[config.mk]
export PLATFORM = sky130hd
export DESIGN_NAME = dpram_fifo_ctrl
export DESIGN_NICKNAME = d
export VERILOG_FILES = /design/src/rtl/dpram_fifo_pkg.sv /design/src/rtl/dpram_fifo_ctrl.sv
export SDC_FILE = /design/constraint.sdc
export NUM_CORES = 1
export LEC_CHECK = 0
export BUFFER_PORTS_ARGS = -buffer_cell sky130_fd_sc_hd__buf_2
export CAP_MARGIN = 20
export CORE_MARGIN = 10
export CORE_UTILIZATION = 49
export CTS_CLUSTER_SIZE = 20
export DETAILED_ROUTE_END_ITERATION = 6
export PLACE_DENSITY = 0.84
export RECOVER_POWER = 25
export REMOVE_ABC_BUFFERS = 1
export SYNTH_ARGS = -nofsm -noshare
export SYNTH_HDL_FRONTEND = slang
export SYNTH_SLANG_ARGS = --single-unit
[constraint.sdc]
create_clock -name clk -period 9.1 [get_ports clk]
set_input_delay 0 -clock clk [delete_from_list [all_inputs] [get_ports clk]]
set_output_delay 0 -clock clk [all_outputs]
set_load 0.01 [all_outputs]
[src/rtl/dpram_fifo_pkg.sv]
// Shared constants, pointer type and flag helpers for the dual-port RAM FIFO controller.
package dpram_fifo_pkg;

    localparam int DEF_DATA_WIDTH = 14;
    localparam int DEF_ADDR_WIDTH = 6;

    // Pointer carries one extra wrap bit above the RAM address.
    typedef logic [DEF_ADDR_WIDTH:0] ptr_t;

    // Same slot, opposite lap: the writer is a full buffer ahead of the reader.
    function automatic logic ptr_full(ptr_t wr, ptr_t rd);
        return (wr[DEF_ADDR_WIDTH-1:0] == rd[DEF_ADDR_WIDTH-1:0]) &&
               (wr[DEF_ADDR_WIDTH] != rd[DEF_ADDR_WIDTH]);
    endfunction

    // Occupancy; the modulo wrap of the subtraction handles pointer roll-over.
    function automatic ptr_t ptr_level(ptr_t wr, ptr_t rd);
        return wr - rd;
    endfunction

endpackage

[src/rtl/dpram_fifo_ctrl.sv]
// FIFO controller driving an external simple dual-port RAM (sync write, async read).
// Optional flush input enabled by defining DPRAM_FIFO_FLUSH_EN.
module dpram_fifo_ctrl
    import dpram_fifo_pkg::*;
#(
    parameter int DATA_WIDTH = DEF_DATA_WIDTH,
    parameter int ADDR_WIDTH = DEF_ADDR_WIDTH
) (
    input  logic                  clk,
    input  logic                  rst,
`ifdef DPRAM_FIFO_FLUSH_EN
    input  logic                  flush,
`endif
    input  logic [DATA_WIDTH-1:0] in_data,
    input  logic                  in_valid,
    output logic                  in_ready,
    output logic [DATA_WIDTH-1:0] out_data,
    output logic                  out_valid,
    input  logic                  out_ready,
    output logic [ADDR_WIDTH-1:0] mem_wr_addr,
    output logic [DATA_WIDTH-1:0] mem_wr_data,
    output logic                  mem_wr_en,
    output logic [ADDR_WIDTH-1:0] mem_rd_addr,
    input  logic [DATA_WIDTH-1:0] mem_rd_data,
    output logic [ADDR_WIDTH:0]   level,
    output logic [ADDR_WIDTH:0]   max_level
);

    logic [ADDR_WIDTH:0] wr_ptr, rd_ptr, wr_nxt, rd_nxt, level_nxt;
    logic                full, empty, push, pop, flush_i;

`ifdef DPRAM_FIFO_FLUSH_EN
    assign flush_i = flush;
`else
    assign flush_i = 1'b0;
`endif

    // Package helpers are sized for the default width; other widths use the same math inline.
    if (ADDR_WIDTH == DEF_ADDR_WIDTH) begin : g_pkg_flags
        assign full      = ptr_full(wr_ptr, rd_ptr);
        assign level     = ptr_level(wr_ptr, rd_ptr);
        assign level_nxt = ptr_level(wr_nxt, rd_nxt);
    end else begin : g_gen_flags
        assign full      = (wr_ptr[ADDR_WIDTH-1:0] == rd_ptr[ADDR_WIDTH-1:0]) &&
                           (wr_ptr[ADDR_WIDTH] != rd_ptr[ADDR_WIDTH]);
        assign level     = wr_ptr - rd_ptr;
        assign level_nxt = wr_nxt - rd_nxt;
    end

    assign empty     = (wr_ptr == rd_ptr);
    // Reset gates readiness combinationally so nothing is accepted while it is held.
    assign in_ready  = !full && !rst && !flush_i;
    assign out_valid = !empty;
    assign push      = in_valid && in_ready;
    assign pop       = out_valid && out_ready && !flush_i;

    assign mem_wr_en   = push;
    assign mem_wr_addr = wr_ptr[ADDR_WIDTH-1:0];
    assign mem_wr_data = in_data;
    assign mem_rd_addr = rd_ptr[ADDR_WIDTH-1:0];
    assign out_data    = mem_rd_data;

    // Next pointer values; flush drops everything already written.
    always_comb begin
        wr_nxt = wr_ptr;
        rd_nxt = rd_ptr;
        if (push) wr_nxt = wr_ptr + 1'b1;
        if (flush_i)  rd_nxt = wr_ptr;
        else if (pop) rd_nxt = rd_ptr + 1'b1;
    end

    // Pointer and high-water registers; max_level saturates naturally at DEPTH.
    always_ff @(posedge clk or posedge rst) begin
        if (rst) begin
            wr_ptr    <= '0;
            rd_ptr    <= '0;
            max_level <= '0;
        end else begin
            wr_ptr <= wr_nxt;
            rd_ptr <= rd_nxt;
            if (level_nxt > max_level) max_level <= level_nxt;
        end
    end

endmodule

==> flow_summary_export.csv <==
group,metric,value,unit
timing,hold_slack,0.000158,ns
global_routing,antenna_found_initial,0,
floorplanning,rows,24,
timing,drv_slew,0,
worst_setup_path,critPathLaunchType,"flip-flop",
detailed_routing,drcViolationCount,0,
placed_design,place_hpwl,4290,um
global_routing,grt_pass1_vias,1635,
final_layout,antenna_cells,0,
worst_hold_path,hold_path.class,"input pin to output pin",
flow_run,cap_violations,0,
logic_synthesis,synth_edf_count,0,
cts,cts_max_level,1,
cts,cts-root-buf,"clkbuf_8",
cts,cts_tree,"done",
worst_setup_path,worst-path-max-fanout,12,
global_routing,grt_max_degree,22,
worst_setup_path,cp.required,9.24,ns
floorplanning,dieHeight,86.8,um
floorplanning,die_w,86.8,um
detailed_routing,avgRoutedWirePerCell,18.9,um
global_routing,grtUsageTotal,0.140,
logic_synthesis,synth_cells,233,
logic_synthesis,async_flop_share,1.00,
timing,min_period,5.30,ns
detailed_routing,ant_nets,0,
detailed_routing,drt-pass1-iter-count,4,
timing,setup-tns-final,0,ns
timing,fmax,189,MHz
global_routing,grt_pass1_wl,8450,um
status,outcome,"complete, no violations",
cts,clock_latency,0.26,ns
timing,skew,0.00628,ns
floorplanning,io_pins,89,
logic_synthesis,syn_avg_cell_area,9.37,um^2
detailed_routing,via_count,1612,
cts,cts_resized,0,
cts,numCtsBuffers,3,
worst_setup_path,cp_data_arrival_time,5.45,ns
cts,max-clock-path-buffers,2,
detailed_routing,initialDrtViolationCount,97,
detailed_routing,viasPerCell,5.78,
worst_setup_path,crit_type,"flip-flop to flip-flop",
worst_setup_path,endpoint_kind,"flip-flop",
final_layout,drive_gt1_frac,0.242,
floorplanning,dieArea,7530,um^2
logic_synthesis,seq_area_frac_synth,0.241,
timing,worstMarginPinSlew,0.837,ns
cts,clkSlewWorstSetupHoldPaths,0.08,ns
logic_synthesis,syn_area,2180,um^2
logic_synthesis,ys_types,49,
floorplanning,start_util,0.505,
timing,slew_headroom,0.442,
timing,fin_crit_sh,0.583,
final_layout,syn_to_final_growth,-1.78,%
timing,rsz0062_at_grt,"false",
placed_design,gp_congestion,0.858,
placed_design,port_buffers,32,
floorplanning,core_area,4320,um^2
detailed_routing,wirelength,5260,um
cts,cts.sinks,21,
timing,hold_violations,0,
global_routing,overflow,0,
timing,finalSetupViolCount,0,
logic_synthesis,ys.flop_type,"dfrtp_1",
final_layout,nets,281,
logic_synthesis,ys_ff_latch,21,
logic_synthesis,ys_warn_count,0,
cts,post_cts_buffers,0,
[metrics by stage]
step           utilization  instance area (um^2)  setup WS (ns)  std cells
3_3_place_gp         0.482                  2080           3.59        273
6_report             0.496                  2140           3.80        279
2_1_floorplan            -                  1860           3.98        189
3_5_place_dp         0.482                  2080           3.36        273
5_1_grt              0.496                  2140           3.39        279
4_1_cts              0.495                  2140           3.34        278
[final cells by class]
class | instances | area [um^2]
inverters | 29 | 109
clock buffers | 4 | 45.0
fillers | 415 | 2180
multi-input cells | 139 | 1220
flip-flops and latches | 21 | 526
well taps | 52 | 65.1
repair buffers | 34 | 175
[cell usage after synthesis (all sizes together) (4+ instances only)]
| master | number | area (um^2) |
|---|---|---|
| o311ai | 5 | 66.3 |
| dfrtp | 21 | 526 |
| nor2 | 7 | 26.3 |
| nor3 | 4 | 20.0 |
| ha | 20 | 250 |
| inv | 29 | 109 |
| buf | 43 | 320 |
| a21oi | 6 | 30.0 |
| nand4 | 7 | 50.1 |
| xnor2 | 17 | 171 |
| o21ai | 7 | 35.0 |
| xor2 | 10 | 118 |
| nand2 | 8 | 30.0 |
| and3 | 5 | 31.3 |
[layout by cell type, fill, tap and decap left out, types with 2 or more instances in the layout]
cell / count
a211o_1: 2
a211oi_1: 2
a21o_1: 3
a21oi_1: 6
a311o_1: 2
and2b_2: 2
and3_1: 5
buf_2: 32
clkbuf_8: 3
dfrtp_1: 21
ha_1: 20
inv_1: 29
mux2_4: 2
mux2i_1: 2
nand2_1: 8
nand2b_1: 3
nand3_1: 3
nand4_1: 6
nor2_1: 7
nor2b_1: 3
nor3_1: 4
o21ai_0: 7
o311ai_2: 3
o31a_1: 2
xnor2_1: 14
xnor2_2: 3
xor2_1: 6
xor2_2: 4
[per-layer routing]
| metal | track usage | wire [um] | vias up | share of wire |
|---|---|---|---|---|
| met4 | 0.0368 | 78 | 0 | 0.015 |
| li1 | - | - | 748 | - |
| met2 | 0.190 | 2070 | 78 | 0.39 |
| met3 | 0.0694 | 647 | 7 | 0.12 |
| met1 | 0.188 | 2460 | 779 | 0.47 |
| met5 | 0.0280 | 0 | - | 0 |
[cells by family after synthesis]
family / synth area share
DFF: 0.241
adders and majority gates: 0.124
AOI/OAI and AO/OA: 0.164
muxes: 0.0229
buffers and inverters: 0.198
xor gates and xnor gates: 0.132
and+or+nand+nor: 0.117
[flip-flops by register name, indices dropped and copies added, names as in the netlist]
signal,cells
wr_ptr,7
rd_ptr,7
max_level,7
[worst max-delay path, cell delays in order, from the launching register on]
cell and delay (ns):
dfrtp_1 0.40, inv_1 0.11, ha_1 0.37, nand4_2 0.38, o31ai_4 0.46, mux2i_1 0.45, xor2_2 0.17, ha_1 0.22
o21bai_1 0.18, a211o_1 0.37, and3_1 0.22, or2_1 0.21, ha_1 0.19, a211oi_1 0.21, a21oi_1 0.10, o31ai_1 0.51
clkbuf_2 0.30, nor2_1 0.07, a22oi_1 0.16, nand3_1 0.11
[worst paths after layout]
path	start	endpoint	slack (ns)	cells past startpoint
min in group asynchronous	rst	wr_ptr[3]$_DFF_PP0_	0.47	3
max in group asynchronous	rst	max_level[3]$_DFFE_PP0N_	8.10	3
max reg2reg	rd_ptr[2]$_DFF_PP0_	max_level[6]$_DFFE_PP0N_	3.80	19
min	in_data[11]	mem_wr_data[11]	0.0002	0
min reg2reg	max_level[0]$_DFFE_PP0N_	max_level[0]$_DFFE_PP0N_	0.54	2
max	rd_ptr[2]$_DFF_PP0_	max_level[6]$_DFFE_PP0N_	3.80	19
[what timing repair did]
action	CTS	global route
hold buffers	1	0
setup endpoints to repair	0	0
endpoints found under the hold margin	21	0
Power is left out: the tool's default activity adds up to more than one toggle a clock period on the data nets, which glitch-free logic cannot reach.
